**src/rtl/mapreduce_pkg.sv**
```systemverilog
// Shared types and defaults for the map/reduce datapath blocks.
package mapreduce_pkg;

   typedef enum logic [1:0] {
      IDLE  = 2'd0,
      RUN   = 2'd1,
      DRAIN = 2'd2,
      DONE  = 2'd3
   } disp_state_e;

   localparam int unsigned DEFAULT_DATA_WIDTH = 32;

endpackage

```
**src/rtl/dispatch_delay_line.sv**
```systemverilog
// Fixed-latency valid/data/last shift register that lines a popped data point
// up with the registered mapper grant; synchronous clear empties every stage.
module dispatch_delay_line #(
   parameter int unsigned WIDTH   = 32,
   parameter int unsigned LATENCY = 2
) (
   input  logic             clk_i,
   input  logic             clr_i,
   input  logic             valid_i,
   input  logic [WIDTH-1:0] data_i,
   input  logic             last_i,
   output logic             valid_o,
   output logic [WIDTH-1:0] data_o,
   output logic             last_o
);

   logic [LATENCY-1:0]            valid_q, last_q;
   logic [LATENCY-1:0][WIDTH-1:0] data_q;
   logic [LATENCY:0]              valid_chain, last_chain;
   logic [LATENCY:0][WIDTH-1:0]   data_chain;

   // Input prepended at index 0 so a single slice shifts for any LATENCY >= 1.
   assign valid_chain = {valid_q, valid_i};
   assign last_chain  = {last_q, last_i};
   assign data_chain  = {data_q, data_i};

   always_ff @(posedge clk_i) begin
      if (clr_i) begin
         valid_q <= '0;
         last_q  <= '0;
         data_q  <= '0;
      end else begin
         valid_q <= valid_chain[LATENCY-1:0];
         last_q  <= last_chain[LATENCY-1:0];
         data_q  <= data_chain[LATENCY-1:0];
      end
   end

   assign valid_o = valid_q[LATENCY-1];
   assign last_o  = last_q[LATENCY-1];
   assign data_o  = data_q[LATENCY-1];

endmodule

```
**src/rtl/fifo_dc.sv**
```systemverilog
// Team FIFO: synchronous single-clock buffer with show-ahead read port and
// occupancy-derived full/empty flags.
module fifo_dc #(
   parameter int unsigned WIDTH     = 33,
   parameter int unsigned LOG_DEPTH = 2
) (
   input  logic             clk_i,
   input  logic             rst_i,
   input  logic             clr_i,
   input  logic             wr_en_i,
   input  logic [WIDTH-1:0] wr_data_i,
   input  logic             rd_en_i,
   output logic [WIDTH-1:0] rd_data_o,
   output logic             full_o,
   output logic             empty_o
);

   localparam int unsigned DEPTH = 1 << LOG_DEPTH;
   localparam logic [LOG_DEPTH:0]   FULL_CNT = {1'b1, {LOG_DEPTH{1'b0}}};
   localparam logic [LOG_DEPTH:0]   CNT_ONE  = (LOG_DEPTH + 1)'(1);
   localparam logic [LOG_DEPTH-1:0] PTR_ONE  = LOG_DEPTH'(1);

   logic [WIDTH-1:0]     mem_q [DEPTH];
   logic [LOG_DEPTH-1:0] wr_ptr_q, rd_ptr_q;
   logic [LOG_DEPTH:0]   count_q, count_d;
   logic                 push, pop;

   assign full_o    = (count_q == FULL_CNT);
   assign empty_o   = (count_q == '0);
   assign push      = wr_en_i && !full_o;
   assign pop       = rd_en_i && !empty_o;
   assign rd_data_o = mem_q[rd_ptr_q];

   always_comb begin
      count_d = count_q;
      unique case ({push, pop})
         2'b10:   count_d = count_q + CNT_ONE;
         2'b01:   count_d = count_q - CNT_ONE;
         default: count_d = count_q;
      endcase
   end

   // Pointers wrap naturally at LOG_DEPTH bits; storage itself is never cleared.
   always_ff @(posedge clk_i) begin
      if (rst_i || clr_i) begin
         wr_ptr_q <= '0;
         rd_ptr_q <= '0;
         count_q  <= '0;
      end else begin
         if (push) begin
            mem_q[wr_ptr_q] <= wr_data_i;
            wr_ptr_q        <= wr_ptr_q + PTR_ONE;
         end
         if (pop) begin
            rd_ptr_q <= rd_ptr_q + PTR_ONE;
         end
         count_q <= count_d;
      end
   end

endmodule

```
**src/rtl/data_dispatcher.sv**
```systemverilog
// Buffers data points and pops one per available mapper grant, delaying it to meet
// the grant. Optional saturating dispatch counter: define DATA_DISPATCHER_COUNT_EN.
module data_dispatcher
   import mapreduce_pkg::*;
#(
   parameter int unsigned DATA_WIDTH      = DEFAULT_DATA_WIDTH,
   parameter int unsigned C_LOG_BUF_DEPTH = 2,
   parameter int unsigned GRANT_LATENCY   = 2
) (
   input  logic                  clock,
   input  logic                  rst,
   input  logic                  start,
   input  logic [DATA_WIDTH-1:0] in_data,
   input  logic                  in_valid,
   input  logic                  in_last,
   output logic                  in_ready,
   input  logic                  fifo_empty,
   output logic                  fifo_re,
   output logic [DATA_WIDTH-1:0] data_point,
   output logic                  data_valid,
   output logic                  busy,
   output logic                  done
`ifdef DATA_DISPATCHER_COUNT_EN
   ,
   output logic [31:0]           dispatched_count
`endif
);

   disp_state_e           state_q, state_d;
   logic                  buf_full, buf_empty, push, start_acc, clr, out_last;
   logic [DATA_WIDTH:0]   buf_rd;
   logic [DATA_WIDTH-1:0] line_data;
   logic                  line_last;

   assign start_acc = start && (state_q == IDLE || state_q == DONE);
   assign clr       = rst || start_acc;
   assign push      = in_valid && in_ready;

   always_comb begin
      state_d  = state_q;
      in_ready = 1'b0;
      fifo_re  = 1'b0;
      busy     = 1'b0;
      done     = 1'b0;
      unique case (state_q)
         IDLE: begin
            if (start) state_d = RUN;
         end
         RUN: begin
            busy     = 1'b1;
            in_ready = !buf_full;
            fifo_re  = !buf_empty && !fifo_empty;
            if (in_valid && !buf_full && in_last) state_d = DRAIN;
         end
         DRAIN: begin
            busy    = 1'b1;
            fifo_re = !buf_empty && !fifo_empty;
            if (data_valid && out_last) state_d = DONE;
         end
         DONE: begin
            done = 1'b1;
            if (start) state_d = RUN;
         end
         default: state_d = IDLE;
      endcase
   end

   always_ff @(posedge clock) begin
      if (rst) state_q <= IDLE;
      else     state_q <= state_d;
   end

   fifo_dc #(
      .WIDTH     (DATA_WIDTH + 1),
      .LOG_DEPTH (C_LOG_BUF_DEPTH)
   ) u_buf (
      .clk_i     (clock),
      .rst_i     (rst),
      .clr_i     (start_acc),
      .wr_en_i   (push),
      .wr_data_i ({in_last, in_data}),
      .rd_en_i   (fifo_re),
      .rd_data_o (buf_rd),
      .full_o    (buf_full),
      .empty_o   (buf_empty)
   );

   // Bubbles carry zero so data_point never shows stale buffer contents.
   assign line_data = fifo_re ? buf_rd[DATA_WIDTH-1:0] : '0;
   assign line_last = fifo_re && buf_rd[DATA_WIDTH];

   dispatch_delay_line #(
      .WIDTH   (DATA_WIDTH),
      .LATENCY (GRANT_LATENCY)
   ) u_delay (
      .clk_i   (clock),
      .clr_i   (clr),
      .valid_i (fifo_re),
      .data_i  (line_data),
      .last_i  (line_last),
      .valid_o (data_valid),
      .data_o  (data_point),
      .last_o  (out_last)
   );

`ifdef DATA_DISPATCHER_COUNT_EN
   logic [31:0] count_q;

   always_ff @(posedge clock) begin
      if (clr)                               count_q <= '0;
      else if (data_valid && count_q != '1)  count_q <= count_q + 32'd1;
   end

   assign dispatched_count = count_q;
`endif

endmodule

```
**config.mk**
```make
export PLATFORM = sky130hd
export DESIGN_NAME = data_dispatcher
export DESIGN_NICKNAME = d
export VERILOG_FILES = /design/src/rtl/mapreduce_pkg.sv /design/src/rtl/dispatch_delay_line.sv /design/src/rtl/fifo_dc.sv /design/src/rtl/data_dispatcher.sv
export SDC_FILE = /design/constraint.sdc
export NUM_CORES = 1
export LEC_CHECK = 0
export BUFFER_PORTS_ARGS = -buffer_cell sky130_fd_sc_hd__clkbuf_2
export CORE_MARGIN = 1
export CORE_UTILIZATION = 55
export DETAILED_ROUTE_END_ITERATION = 10
export HOLD_SLACK_MARGIN = 0.06
export PLACE_DENSITY = 0.75
export SLEW_MARGIN = 20
export SYNTH_ARGS = -nofsm -noshare
export SYNTH_HDL_FRONTEND = slang
export SYNTH_SLANG_ARGS = --single-unit
```
**constraint.sdc**
```tcl
create_clock -name clock -period 7.2 [get_ports clock]
set_input_delay 0.72 -clock clock [delete_from_list [all_inputs] [get_ports clock]]
set_output_delay 0.72 -clock clock [all_outputs]
set_load 0.05 [all_outputs]
```
---- Word-level counts from Yosys, hierarchy flattened ----
Memory sizes are Yosys's and may differ from the RTL's. A register that Yosys moved wholly into a read port is not among the register bits.
Cells that the tools add are included.
operators by class
  $add $sub $neg .......................... 4
  equal/unequal tests ..................... 9
  muxes and demuxes ....................... 14
  bitwise gates (word level) .............. 1
  reduce and logical (&&, ||, !) cells .... 21
operator list
  kind                                                   count
  two-way mux 2 bit                                      5
  logical AND 1 bit                                      9
  two-way mux 1 bit                                      7
  equality test 2 bit, second input constant             3
  case mux 2 bit (3 select lines)                        1
  case mux 3 bit (2 select lines)                        1
  OR reduction 2 bit                                     3
  adder 2 x 1 -> 2 bit, second input constant            2
  equality test 2 x 1 -> 1 bit, second input constant    2
  inequality test 2 bit, second input constant           2
  adder 3 x 1 -> 3 bit, second input constant            1
  equality test 3 bit, second input constant             1
  zero test 1 bit                                        3
  zero test 3 bit                                        1
  AND reduction 3 bit                                    1
  subtractor 3 x 1 -> 3 bit, second input constant       1
  zero test 2 bit                                        1
  logical OR 1 bit                                       2
  inequality test 2 x 1 -> 1 bit, second input constant  1
  nonzero test 2 bit                                     1
  inverter 1 bit                                         1
word-level totals
  register bits ........................... 77
  bits in writable memories ............... 132
  input port bits ......................... 38
  output and inout port bits .............. 37
  logic and storage cells ................. 58
  memories kept ........................... 1
memories
  memory       words  width  rd ports  clocked after memory_dff  write ports  RTL line       RTL
  u_buf.mem_q  4      33     1         1                         1            fifo_dc.sv:23  logic [WIDTH-1:0] mem_q [DEPTH];

---- Depth between registers and ports, before layout ----
  depth after elaboration ................. 8
  depth in mapped cells ................... 11
  mapped depth without buffers ............ 10

---- Cells and area by module ----
Synthesis repeated with hierarchy kept, for this count alone.
second synthesis, totals
  cell total of the unflattened synthesis .. 462
  area, all modules ....................... 7719.9 um^2
by module, submodules not included
  module               instances  cells an instance  area each (um^2)  sequential area each (um^2)
  fifo_dc              1          228                5235.0            4144.0
  dispatch_delay_line  1          175                2077.0            1361.3
  data_dispatcher      1          59                 407.9             40.0

---- Least setup slack after synthesis ----
Ideal clock, no wire load.
  kind .................................... reg2out
  from .................................... reg state_q[0]
  to ...................................... out fifo_re
  arrival time ............................ 1.827 ns
  required time ........................... 6.480 ns
  slack ................................... 4.653 ns
  cell stages (with the launch flop) ...... 4
  cell sequence ........................... dfxtp_1 inv_1 ha_1 nor3_1
on the way
  cells in the longest elaborated chain, start to end .. 3
  elaborated cells on any way between the ends .. 4
  classes of those cells .................. eq/ne (2); mux (1); reduce/logical (1)
RTL lines
  item                                                                        RTL line               RTL
  from (decl)                                                                 data_dispatcher.sv:29  disp_state_e state_q, state_d;
  from (signal assigned)                                                      data_dispatcher.sv:70  else state_q <= state_d;
  equality test 2 bit / equality test 2 x 1 -> 1 bit (equally long branches)  data_dispatcher.sv:45  unique case (state_q)
  OR reduction 2 bit (no source line) *                                       -
  two-way mux 1 bit *                                                         -
  to (decl)                                                                   data_dispatcher.sv:18  output logic fifo_re,
Mark *: on every way between the ends. The rest lies on a longest branch, timed or not.

---- Final worst setup path ----
  from .................................... reg state_q[0]
  to ...................................... mem u_buf.mem_q[3][1], enable pin
on the way
  cells in the longest elaborated chain, start to end .. 7
  elaborated cells on any way between the ends .. 12
  classes of those cells .................. eq/ne (2); mux (4); reduce/logical (6)
RTL lines
  item                                       RTL line               RTL
  equality test 2 x 1 -> 1 bit               data_dispatcher.sv:45
  two-way mux 1 bit                          data_dispatcher.sv:45
  logical AND 1 bit                          data_dispatcher.sv:37  assign push = in_valid && in_ready;
  logical AND 1 bit                          fifo_dc.sv:30          assign push = wr_en_i && !full_o;
  two-way mux 1 bit                          fifo_dc.sv:50          if (push) begin
  two-way mux 1 bit *                        fifo_dc.sv:45          if (rst_i || clr_i) begin
  two-way mux 1 bit (not written as such) *  fifo_dc.sv:51          mem_q[wr_ptr_q] <= wr_data_i;
  to (decl)                                  fifo_dc.sv:23
Marked as above.

==> out/results.txt <==
Die X -> 119 um
Area Growth Syn to Fin -> 12.5%
fin crit period -> 2860 ps
CP max FO -> 40
Fin. Hold Viols -> 0
Setup Buffers After CTS -> 0
final slew viol count -> 0
grt peak-use layer -> met2
Pleak -> 3.15 nW
met3 Track Usage GR -> 2.90%
Slew headroom -> 35.0%
Clock Sinks -> 211
NumNets Final -> 520
CTS tree -> yes
worst-skew pair later-pin latency -> 490 ps
Peak Freq -> 350 MHz
status -> finished, final reports clean
antenna diode instance count -> 0
fillcell total -> 964
CTS root buf -> clkbuf_16
endpoints failing setup -> 0
number of max-cap violations -> 0
Worst setup EP type -> register
post_cts resized -> 0
CP Class -> reg -> reg
Synth top area share -> 52.9%
Fin Hold WS -> 425 ps
H-tree depth -> 1
initial DRC count -> 196
Ys Warns -> 0
vias in the first global route -> 3773
Synth cell types -> 31
share of cells above drive strength 1 -> 31.1%
Fin Setup TNS -> 0 ps
area leader, netlist -> edfxtp_1
crit path DAT -> 2960 ps
Mapped Avg Cell Area -> 17.6 um^2
Starting Density -> 56.6%
Avg WL per Cell -> 18.1 um
Final ANT Viol Nets -> 0
Worst Max-Slew Pin Slew -> 973 ps
Hold Crit Class -> reg -> reg
cell count after synthesis -> 426
sequential share of the synthesized area -> 74.0%
syn nets -> 473
DR pass1 iterations -> 4
drt drc -> 0
clock-pin slew on the worst setup and hold paths -> 60 ps
met1 usage -> 22.1%
pwr/cell area -> 307 nW/um^2
crit share post-route -> 39.7%
CTS max path bufs -> 3
routed via count -> 3559
# rows -> 42
Worst VDD drop -> 0.216 mV
Synth area leaders -> edfxtp_1 (53%), dfxtp_1 (21%), mux4_2 (9.9%)
largest net degree at the start of global routing -> 41
Die Y -> 119 um
GRT overflow -> 0
total die area -> 14100 um^2
most frequent cells in the layout -> edfxtp_1 (132), dfxtp_1 (77), clkbuf_2 (74)
first-pass GRT wire length -> 19300 um
HPWL after DPL -> 6610 um
Vias/cell -> 5.36
Top Ports -> 75
M2 GR Usage -> 31.5%
CTS Hold Bufs -> 0
initial antenna violation count -> 0
RSZ-0062 raised after global routing -> no
Cell Area, Synth -> 7490 um^2
startpoint types -> register
core area -> 13200 um^2
synthesized flop and latch total -> 211
commonest non-fill, non-tap cell in the layout -> edfxtp_1
RePlAce Congestion -> 0.717
WL final -> 12000 um
CTS Buf Count -> 21
port buffer count -> 74
GRT Total Usage -> 17.9%
Final Util -> 63.6%
Power Total -> 2.59 mW
clock skew -> 21.0 ps
Critical Path RT -> 7300 ps
synth_stat cells (all sizes together):
library cell	number
edfxtp	132
dfxtp	79
buf	43
and3	38
and2	35
mux4	33
inv	11
clkbuf	9
ha	8
nor2	7
a21oi	5
nand2	5
nor3	3
a211oi	2
nand3	2
o21ai	2
xnor2	2
xor2	2
a21o	1
a31o	1
fa	1
o2bb2ai	1
o31ai	1
or2	1
or3	1
or3b	1
final cells by class:
type | count | area, um^2 | share of cell area [%]
multi-input combinational | 152 | 1560 | 18.5
tap | 176 | 220 | 2.61
timing repair buffer | 76 | 385 | 4.57
clock inverter | 10 | 86.3 | 1.02
inverter | 11 | 41.3 | 0.490
sequential | 211 | 5550 | 65.8
clock buffer | 28 | 583 | 6.92
power by group:
group	internal, mW	total, mW	switching [mW]
logic	0.0715	0.213	0.142
registers	1.32	1.33	0.0135
clock network	0.609	1.04	0.434
total	2.00	2.59	0.589
worst paths after layout:
| kind | startpoint | to | slack (ps) | cells past startpoint |
|---|---|---|---|---|
| worst min register to register | u_delay.data_chain[32] | u_delay.data_o[0] | 430 | 1 |
| worst min-delay path | u_delay.data_chain[32] | u_delay.data_o[0] | 430 | 1 |
| worst max register to register | state_q[0] | u_buf.mem_q[3][1] | 4340 | 4 |
| worst max-delay path | state_q[0] | u_buf.mem_q[3][1] | 4340 | 4 |
critical path, cell delays in order (launching register included):
cell and delay (ps):
dfxtp_1 400, inv_1 70, ha_1 390, a21oi_4 680
and3_2 910
per-layer routing:
metal | wire, um | part of all wire (%)
met4 | 281 | 2.3
met1 | 4860 | 40
met3 | 560 | 4.7
met2 | 6310 | 53
met5 | 0 | 0
kinds of logic after synthesis:
kind of cell | synth area share (%)
DFF | 74.0
and+or+nand+nor | 7.47
buffers and inverters | 5.36
muxes | 9.92
AOI/OAI and AO/OA | 1.17
adders and majority gates | 1.60
xor gates and xnor gates | 0.468
registers in the layout, summed over array words and instances (netlist names), named ones only:
name and flops:
u_buf.mem_q 132, u_buf.wr_ptr_q 2, u_buf.rd_ptr_q 2, u_delay.valid_q 2, state_q 2, u_buf.count_q 3
u_delay.last_q 2, u_delay.data_o 32, u_delay.data_chain 32
per-stage QoR:
step,instances,setup slack (ps),area (um^2)
after floorplan,426,4650,7490
after global placement,626,4430,7760
after detailed placement,626,4330,7760
after CTS,664,4320,8430
after global routing,664,4120,8430
final,664,4340,8430
Note: power is estimated with default switching activity, not from simulation.
